==> src/rtl/ram_ctrl_8x16_pkg.sv <==
// rtl/ram_ctrl_8x16_pkg.sv - shared widths, opcodes and FSM state encoding
// Purpose: common definitions for the 8x16 RAM controller and its memory.
// Ports: none (package).
package ram_ctrl_8x16_pkg;

  localparam int ADDR_W = 3;
  localparam int DATA_W = 16;

  localparam logic [1:0] OP_READ  = 2'b00;
  localparam logic [1:0] OP_WRITE = 2'b01;
  localparam logic [1:0] OP_FILL  = 2'b10;
  localparam logic [1:0] OP_RSVD  = 2'b11;

  typedef enum logic [2:0] {
    ST_IDLE  = 3'd0,
    ST_READ  = 3'd1,
    ST_WRITE = 3'd2,
    ST_FILL  = 3'd3,
    ST_RESP  = 3'd4
  } state_t;

endpackage

==> src/rtl/ram_ctrl_8x16.sv <==
// rtl/ram_ctrl_8x16.sv - request/response controller for an 8x16 RAM
// Purpose: accepts read/write/fill requests, drives the RAM strobes and returns
//          one response per request; opcode 11 answers with an error flag only.
// Ports: clk, rst (sync, active-high);
//        req_valid/req_ready/req_op/req_addr/req_wdata request channel;
//        resp_valid/resp_ready/resp_rdata/resp_err response channel;
//        mem_cs/mem_rw/mem_addr/mem_din to RAM, mem_dout from RAM.
module ram_ctrl_8x16
  import ram_ctrl_8x16_pkg::*;
(
  input  logic              clk,
  input  logic              rst,
  input  logic              req_valid,
  output logic              req_ready,
  input  logic [1:0]        req_op,
  input  logic [ADDR_W-1:0] req_addr,
  input  logic [DATA_W-1:0] req_wdata,
  output logic              resp_valid,
  input  logic              resp_ready,
  output logic [DATA_W-1:0] resp_rdata,
  output logic              resp_err,
  output logic              mem_cs,
  output logic              mem_rw,
  output logic [ADDR_W-1:0] mem_addr,
  output logic [DATA_W-1:0] mem_din,
  input  logic [DATA_W-1:0] mem_dout
);

  state_t            r_state;
  state_t            w_next;
  logic [1:0]        r_op;
  logic [ADDR_W-1:0] r_addr;
  logic [DATA_W-1:0] r_wdata;
  logic [ADDR_W-1:0] r_cnt;
  logic [DATA_W-1:0] r_rdata;
  logic [ADDR_W-1:0] r_mem_addr;

  logic              w_accept;
  logic              w_mem_cs;
  logic              w_mem_rw;
  logic [ADDR_W-1:0] w_mem_addr;
  logic [DATA_W-1:0] w_mem_din;

  assign w_accept = (r_state == ST_IDLE) && req_valid;

  always_comb begin
    w_next     = r_state;
    w_mem_cs   = 1'b0;
    w_mem_rw   = 1'b0;
    w_mem_din  = '0;
    w_mem_addr = r_mem_addr;  // address bus holds its last value when idle
    case (r_state)
      ST_IDLE: begin
        if (req_valid) begin
          case (req_op)
            OP_READ:  w_next = ST_READ;
            OP_WRITE: w_next = ST_WRITE;
            OP_FILL:  w_next = ST_FILL;
            default:  w_next = ST_RESP;
          endcase
        end
      end
      ST_READ: begin
        w_mem_cs   = 1'b1;
        w_mem_addr = r_addr;
        w_next     = ST_RESP;
      end
      ST_WRITE: begin
        w_mem_cs   = 1'b1;
        w_mem_rw   = 1'b1;
        w_mem_addr = r_addr;
        w_mem_din  = r_wdata;
        w_next     = ST_RESP;
      end
      ST_FILL: begin
        w_mem_cs   = 1'b1;
        w_mem_rw   = 1'b1;
        w_mem_addr = r_cnt;
        w_mem_din  = r_wdata;
        if (r_cnt == ADDR_W'(7)) begin
          w_next = ST_RESP;
        end
      end
      ST_RESP: begin
        if (resp_ready) begin
          w_next = ST_IDLE;
        end
      end
      default: w_next = ST_IDLE;
    endcase
  end

  always_ff @(posedge clk) begin
    if (rst) begin
      r_state    <= ST_IDLE;
      r_op       <= OP_READ;
      r_addr     <= '0;
      r_wdata    <= '0;
      r_cnt      <= '0;
      r_rdata    <= '0;
      r_mem_addr <= '0;
    end else begin
      r_state    <= w_next;
      r_mem_addr <= w_mem_addr;
      if (w_accept) begin
        r_op    <= req_op;
        r_addr  <= req_addr;
        r_wdata <= req_wdata;
        r_cnt   <= '0;
        r_rdata <= '0;  // non-read responses carry zero data
      end
      if (r_state == ST_READ) begin
        r_rdata <= mem_dout;
      end
      if (r_state == ST_FILL) begin
        r_cnt <= r_cnt + ADDR_W'(1);
      end
    end
  end

  assign req_ready  = (r_state == ST_IDLE);
  assign resp_valid = (r_state == ST_RESP);
  assign resp_rdata = r_rdata;
  // The latched opcode is cleared on reset, so this reads 0 until a reserved op arrives.
  assign resp_err   = (r_op == OP_RSVD);
  assign mem_cs     = w_mem_cs;
  assign mem_rw     = w_mem_rw;
  assign mem_addr   = w_mem_addr;
  assign mem_din    = w_mem_din;

endmodule

==> config.mk <==
export PLATFORM = sky130hd
export DESIGN_NAME = ram_ctrl_8x16
export DESIGN_NICKNAME = d
export VERILOG_FILES = /design/src/rtl/ram_ctrl_8x16_pkg.sv /design/src/rtl/ram_ctrl_8x16.sv
export SDC_FILE = /design/constraint.sdc
export NUM_CORES = 1
export LEC_CHECK = 0
export CAP_MARGIN = 20
export CORE_MARGIN = 2
export CORE_UTILIZATION = 38
export DETAILED_ROUTE_END_ITERATION = 8
export PLACE_DENSITY = 0.76
export SYNTH_ARGS = -nofsm -noshare
export SYNTH_HDL_FRONTEND = slang
export SYNTH_SLANG_ARGS = --single-unit
export TNS_END_PERCENT = 5
==> constraint.sdc <==
create_clock -name clk -period 1.8 [get_ports clk]
set_clock_uncertainty 0.2 [all_clocks]
set_input_delay 0.18 -clock clk [delete_from_list [all_inputs] [get_ports clk]]
set_output_delay 0.18 -clock clk [all_outputs]
set_load 0.005 [all_outputs]
======== Word level (Yosys, flattened, before mapping) ========
Cells that the tools add are included.
word-level totals
  register bits ........................... 46
  input bits .............................. 41
  word-level logic and storage cells ...... 41
operators by class
  reductions and logical operators ........ 9
  add/subtract/negate cells ............... 1
  muxes and demuxes ....................... 13
  equal/unequal tests ..................... 11
operator list
  operator               count
  $mux W16               3
  $mux W3                5
  $pmux W3 S4            1
  $pmux W3 S3            1
  $eq A3 B2 Y1 const B   2
  $eq A3 B3 Y1 const B   2
  $pmux W3 S2            1
  $eq A2 B2 Y1 const B   2
  $ne A2 B2 Y1 const B   2
  $reduce_bool A2 Y1     2
  $reduce_or A2 Y1       2
  $add A3 B1 Y3 const B  1
  $eq A3 B1 Y1 const B   1
  $logic_not A3 Y1       1
  $reduce_and A3 Y1      1
  $reduce_or A3 Y1       1
  $eq A2 B1 Y1 const B   1
  $logic_not A2 Y1       1
  $mux W1                2
  $ne A2 B1 Y1 const B   1
  $logic_and A1 B1 Y1    1

======== Depth between registers and ports, before layout ========
Gate-level depths: netlist of the first run.
  depth after elaboration ................. 4
  mapped depth ............................ 6
  mapped depth without buffers ............ 5

======== Least setup slack after synthesis of the first run ========
No wires, ideal clock.
  path type ............................... register to register
  start point ............................. register r_state[2]
  end point ............................... register r_wdata[10]
  arrival time ............................ 1.374 ns
  stages on the path, launching flop included .. 7
  path buffers ............................ 3
  setup time .............................. 0.132 ns
  period minus slack after synthesis ...... 1.706 ns
  path slack .............................. 0.094 ns
  path through ............................ dfxtp_1 buf_6 or4b_1 clkbuf_2 clkbuf_1 nand2_1 a21oi_1
between the ends
  longest elaborated chain between the ends .. 2
ends and longest elaborated chain
  what                    RTL line              source
  start, declared         ram_ctrl_8x16.sv:29   state_t r_state;
  start signal, assigned  ram_ctrl_8x16.sv:103  r_state <= w_next;
  $logic_not A3 Y1        ram_ctrl_8x16.sv:44   assign w_accept = (r_state == ST_IDLE) && req_valid;
  $logic_and A1 B1 Y1     ram_ctrl_8x16.sv:44
  end signal, assigned    ram_ctrl_8x16.sv:108  r_wdata <= req_wdata;
  end, declared           ram_ctrl_8x16.sv:33   logic [DATA_W-1:0] r_wdata;
No other way between the ends.
A chain may end at the register's enable or synchronous reset.

======== Worst setup path in the final report of the first run ========
  start point ............................. register r_state[1]
  end point ............................... register r_state[0]
between the ends
  longest elaborated chain between the ends .. 3
  elaborated cells between the ends (all ways) .. 11
  classes of those cells .................. eq/ne (7); mux (1); reduce/logical (3)
ends and longest elaborated chain
  what                                                      RTL line             source
  $eq A3 B1 Y1, or another cell as far along                ram_ctrl_8x16.sv:52  case (r_state)
  $reduce_or A2 Y1 (no line), or another cell as far along  n/a
  $pmux W3 S4 or $reduce_and A3 Y1 (tied branches)          n/a
Parallel ways exist; a longest one is shown, timed or not.

==> flow_metrics.tcl, run 1 <==
set metrics [dict create \
    ys_seq_area_share_pct 48.04 \
    max-cap-violations 0 \
    timing.final.hold_violations 0 \
    power.density_cell_area_nw_per_um2 797.4 \
    detailed_routing_iteration_count_for_the_pre_antenna_repair_pass 4 \
    vias_per_cell 4.814 \
    power.ir.vdd_worst_uv 567.8 \
    clock-sinks 46 \
    worst-path-max-fanout 5 \
    antenna_left 0 \
    critical_path.max_stage_delay_ns 0.52 \
    gpl.final_weighted_congestion 0.8249 \
    switching_share_pct 22.78 \
    seqCellArea_um2 929.6 \
    via_count 1815 \
    pwr-share-comb_pct 17.7 \
    power.net_switching_uw 552.3 \
    gate_family_responsible_for_the_most_delay_along_the_worst_path "simple AND/OR/NAND/NOR gates" \
    dp.cells 365 \
    die_w_um 75.03 \
    post-route-period-util_pct 101.0 \
    tritoncts_buffer_count 5 \
    seq_power_share_pct 45.3 \
    floorplan.core_area_um2 4786 \
    cts_tree "done" \
    drcViolationCount 0 \
    clock_insertion_delay_worst_skew_ns 0.29 \
    fp-row-count 25 \
    cell_internal_pwr_mw 1.872 \
    clk_tree_root_cell "sky130_fd_sc_hd__clkbuf_8" \
    num_antenna_cells 0 \
    end_kind "register" \
    status "complete, but fails checks" \
    wire_length_of_the_first_global_routing_pass_um 7700 \
    final_util_pct 63.53 \
    grtUsageTotal_pct 17.33 \
    numPortBuffers 80 \
    ys_ff_latch 46 \
    antenna_found_initial 0 \
    post_synth_inst_count 215 \
    fillCellCount 427 \
    maxClockFrequency_mhz 550.1 \
    first_iter_violations 89 \
    maximum_number_of_pins_on_one_net_before_global_route_repair 35 \
    max_slew.worst_pin.slew_ns 0.7027 \
    cpMaxStageDelayCell "sky130_fd_sc_hd__or4b_4" \
    worst-path-buf-inv 2 \
    cts-htree-levels 2 \
    maxSlewViolCount 0 \
    avgSynthCellArea_um2 8.916 \
    required_time_at_the_worst_slack_endpoint_ns 1.82 \
    worst_hold_path_type "in2reg" \
    leakage_nw 1.270 \
    dieHeight_um 75.03 \
    max-clock-path-buffers 2 \
    wire_per_inst_um 12.94 \
    global_route.overflow_total 0 \
    initial_core_utilization_pct 40.05 \
    critical_path_arrival_ns 1.84 \
    cts_hold_buf 0 \
    area.growth.synth_to_final_pct 58.62 \
    number_of_global_route_vias_before_repair 1699 \
    grt_setup_unrepaired "true" \
    p_clk_share_pct 37.0 \
    clkSlewWorstSetupHoldPaths_ns 0.09 \
    multi_input_comb_area_um2 952.2 \
    synth.cell_area_um2 1917 \
    i_o_pin_cnt 81 \
    finalSetupViolations 2 \
    dpl.hpwl_um 3371 \
    fin_setup_tns_ns -0.02638 \
    syn-num-nets 261 \
    path_cells "buf_4 -> buf_4 -> or4b_4 -> o32a_1 -> nor2_1" \
    net_count_of_the_finished_layout 355 \
    dominant_cell_type_by_count_on_the_critical_path "sky130_fd_sc_hd__buf_4" \
    worst_slew_margin_rel_pct 53.16 \
    critical_path_start_type "register" \
    ys.warnings.count 0 \
    post-route-worst-setup-slack_ns -0.01771 \
    drt-total-wl_um 4880 \
    die_area_um2 5629 \
    share_of_cells_above_drive_strength_1_pct 21.29 \
    ys_types 31 \
    layout_min_cycle_time_ns 1.818 \
    critical_path_class "reg2reg" \
    violations_in_the_final_reports "setup timing" \
    finish.cell_count_without_fillers 377 \
]
[layout make-up]
| type | instances | share of cell area [%] |
|---|---|---|
| tap | 67 | 2.757 |
| inverter | 2 | 0.2469 |
| clock inverter | 3 | 2.263 |
| timing repair buffer | 105 | 30.58 |
| multi-input combinational | 149 | 31.32 |
| clock buffer | 5 | 2.263 |
| sequential | 46 | 30.58 |
[kinds of logic after synthesis]
logic type      after synthesis  share of synthesized area (%)
compound gates               56                          20.76
xor+xnor                      1                         0.4570
fa+ha+maj                     5                          3.264
buf+inv                      20                          4.568
flops                        46                          48.04
simple gates                 87                          22.91
[placed cells by master (no fill, tap or decap), types with 2 or more instances in the layout]
cell type	n
sky130_fd_sc_hd__a221o_1	3
sky130_fd_sc_hd__nor4b_1	3
sky130_fd_sc_hd__clkdlybuf4s50_1	57
sky130_fd_sc_hd__inv_1	2
sky130_fd_sc_hd__o22a_1	6
sky130_fd_sc_hd__nor2_1	8
sky130_fd_sc_hd__a22o_1	16
sky130_fd_sc_hd__a21oi_1	25
sky130_fd_sc_hd__dfxtp_1	43
sky130_fd_sc_hd__ha_1	5
sky130_fd_sc_hd__buf_6	5
sky130_fd_sc_hd__bufinv_16	2
sky130_fd_sc_hd__buf_4	20
sky130_fd_sc_hd__and2_1	16
sky130_fd_sc_hd__nand3_1	4
sky130_fd_sc_hd__clkbuf_8	5
sky130_fd_sc_hd__nand2_1	43
sky130_fd_sc_hd__clkbuf_2	18
sky130_fd_sc_hd__clkdlybuf4s15_1	3
sky130_fd_sc_hd__dfxtp_4	2
[through the flow]
step / hold WS, ns / worst slack (ns) / power (mW) / cell area (um2)
final: 0.2293 / -0.01771 / 2.424 / 3040
after CTS: 0.2189 / -0.2118 / 2.453 / 3065
after global routing: 0.2346 / -0.08563 / 2.537 / 3040
after detailed placement: 0.2421 / -0.4714 / 1.542 / 2900
after global placement: 0.2383 / -0.4355 / 1.535 / 2900
after floorplan: 0.1055 / 0.09404 / 1.303 / 1917
[tightest hold or removal path, stage by stage]
cell                              delay, ns
sky130_fd_sc_hd__clkdlybuf4s50_1       0.39
sky130_fd_sc_hd__nand2_1               0.05
sky130_fd_sc_hd__a21oi_1               0.05
[sequential cells by signal (all words and copies together) (netlist names)]
register and cells:
r_cnt 3, resp_rdata 16, r_wdata 16, r_state 3, r_op 2, r_addr 3
r_mem_addr 3
[synthesized netlist by cell type]
library cell / count / share of area [%]
sky130_fd_sc_hd__a2bb2oi_1: 1 / 0.46
sky130_fd_sc_hd__o22a_1: 6 / 2.7
sky130_fd_sc_hd__a21oi_1: 26 / 6.8
sky130_fd_sc_hd__nor4b_2: 2 / 1.6
sky130_fd_sc_hd__o32a_1: 1 / 0.52
sky130_fd_sc_hd__xnor2_1: 1 / 0.46
sky130_fd_sc_hd__buf_6: 1 / 0.59
sky130_fd_sc_hd__nor2_1: 8 / 1.6
sky130_fd_sc_hd__a221o_1: 3 / 1.6
sky130_fd_sc_hd__dfxtp_1: 46 / 48
sky130_fd_sc_hd__buf_1: 1 / 0.20
sky130_fd_sc_hd__nor2b_1: 1 / 0.33
sky130_fd_sc_hd__clkbuf_1: 12 / 2.3
sky130_fd_sc_hd__o21ba_2: 1 / 0.52
sky130_fd_sc_hd__nand3_1: 5 / 1.3
sky130_fd_sc_hd__nand3b_1: 1 / 0.39
sky130_fd_sc_hd__o41ai_1: 1 / 0.46
sky130_fd_sc_hd__ha_1: 5 / 3.3
sky130_fd_sc_hd__buf_2: 3 / 0.78
sky130_fd_sc_hd__clkbuf_2: 1 / 0.26
sky130_fd_sc_hd__nor4b_1: 3 / 1.4
sky130_fd_sc_hd__or3b_1: 1 / 0.46
sky130_fd_sc_hd__or2_1: 1 / 0.33
sky130_fd_sc_hd__a211oi_1: 1 / 0.39
sky130_fd_sc_hd__a22o_1: 16 / 7.3
sky130_fd_sc_hd__or4b_1: 1 / 0.52
sky130_fd_sc_hd__nand2_1: 44 / 8.6
sky130_fd_sc_hd__nor3_1: 2 / 0.52
sky130_fd_sc_hd__nor3b_1: 1 / 0.39
sky130_fd_sc_hd__inv_1: 2 / 0.39
sky130_fd_sc_hd__and2_1: 17 / 5.5
[power by group through the flow]
stage | Clock (mW) | Combinational [mW] | Sequential, mW
final | 0.897 | 0.428 | 1.10
after floorplan | 0 | 0.193 | 1.11
after CTS | 0.928 | 0.426 | 1.10
after global placement | 0 | 0.414 | 1.12
after global routing | 0.960 | 0.469 | 1.11
after detailed placement | 0 | 0.420 | 1.12
[final timing paths]
check / from / slack, ns / depth (start not counted) / end
worst min register to register: r_wdata[9] / 0.25 / 2 / r_wdata[9]
worst max register to register: r_state[1] / -0.02 / 5 / r_state[0]
worst max-delay path: r_state[1] / -0.02 / 5 / r_state[0]
worst min-delay path: req_wdata[8] / 0.23 / 3 / r_wdata[8]
[layer usage]
layer  vias up  share of wire, %  global-route usage (%)
met1       820                45                   23.92
met2        60                49                   28.17
met4         0              0.53                   4.167
met3         2               5.6                   3.213
li1        933                 -                       -
met5         -                 0                       0
[repair_timing]
item                                    CTS  global route
buffers inserted                          2             1
pin swaps                                 0             6
gates cloned                              1             0
resized for setup                        36            46
endpoints found under the setup margin   39            35
Power figures use the tool's default switching activity.
==> run 2, diff against run 1 <==
--- a/config.mk
+++ b/config.mk
@@ -9,6 +9,7 @@
 export CORE_MARGIN = 2
 export CORE_UTILIZATION = 38
 export DETAILED_ROUTE_END_ITERATION = 8
+export HOLD_SLACK_MARGIN = 0.1
 export PLACE_DENSITY = 0.76
 export SYNTH_ARGS = -nofsm -noshare
 export SYNTH_HDL_FRONTEND = slang
==> results of run 2 <==
The final DEF is identical to that of run 1; final timing and power are the same.
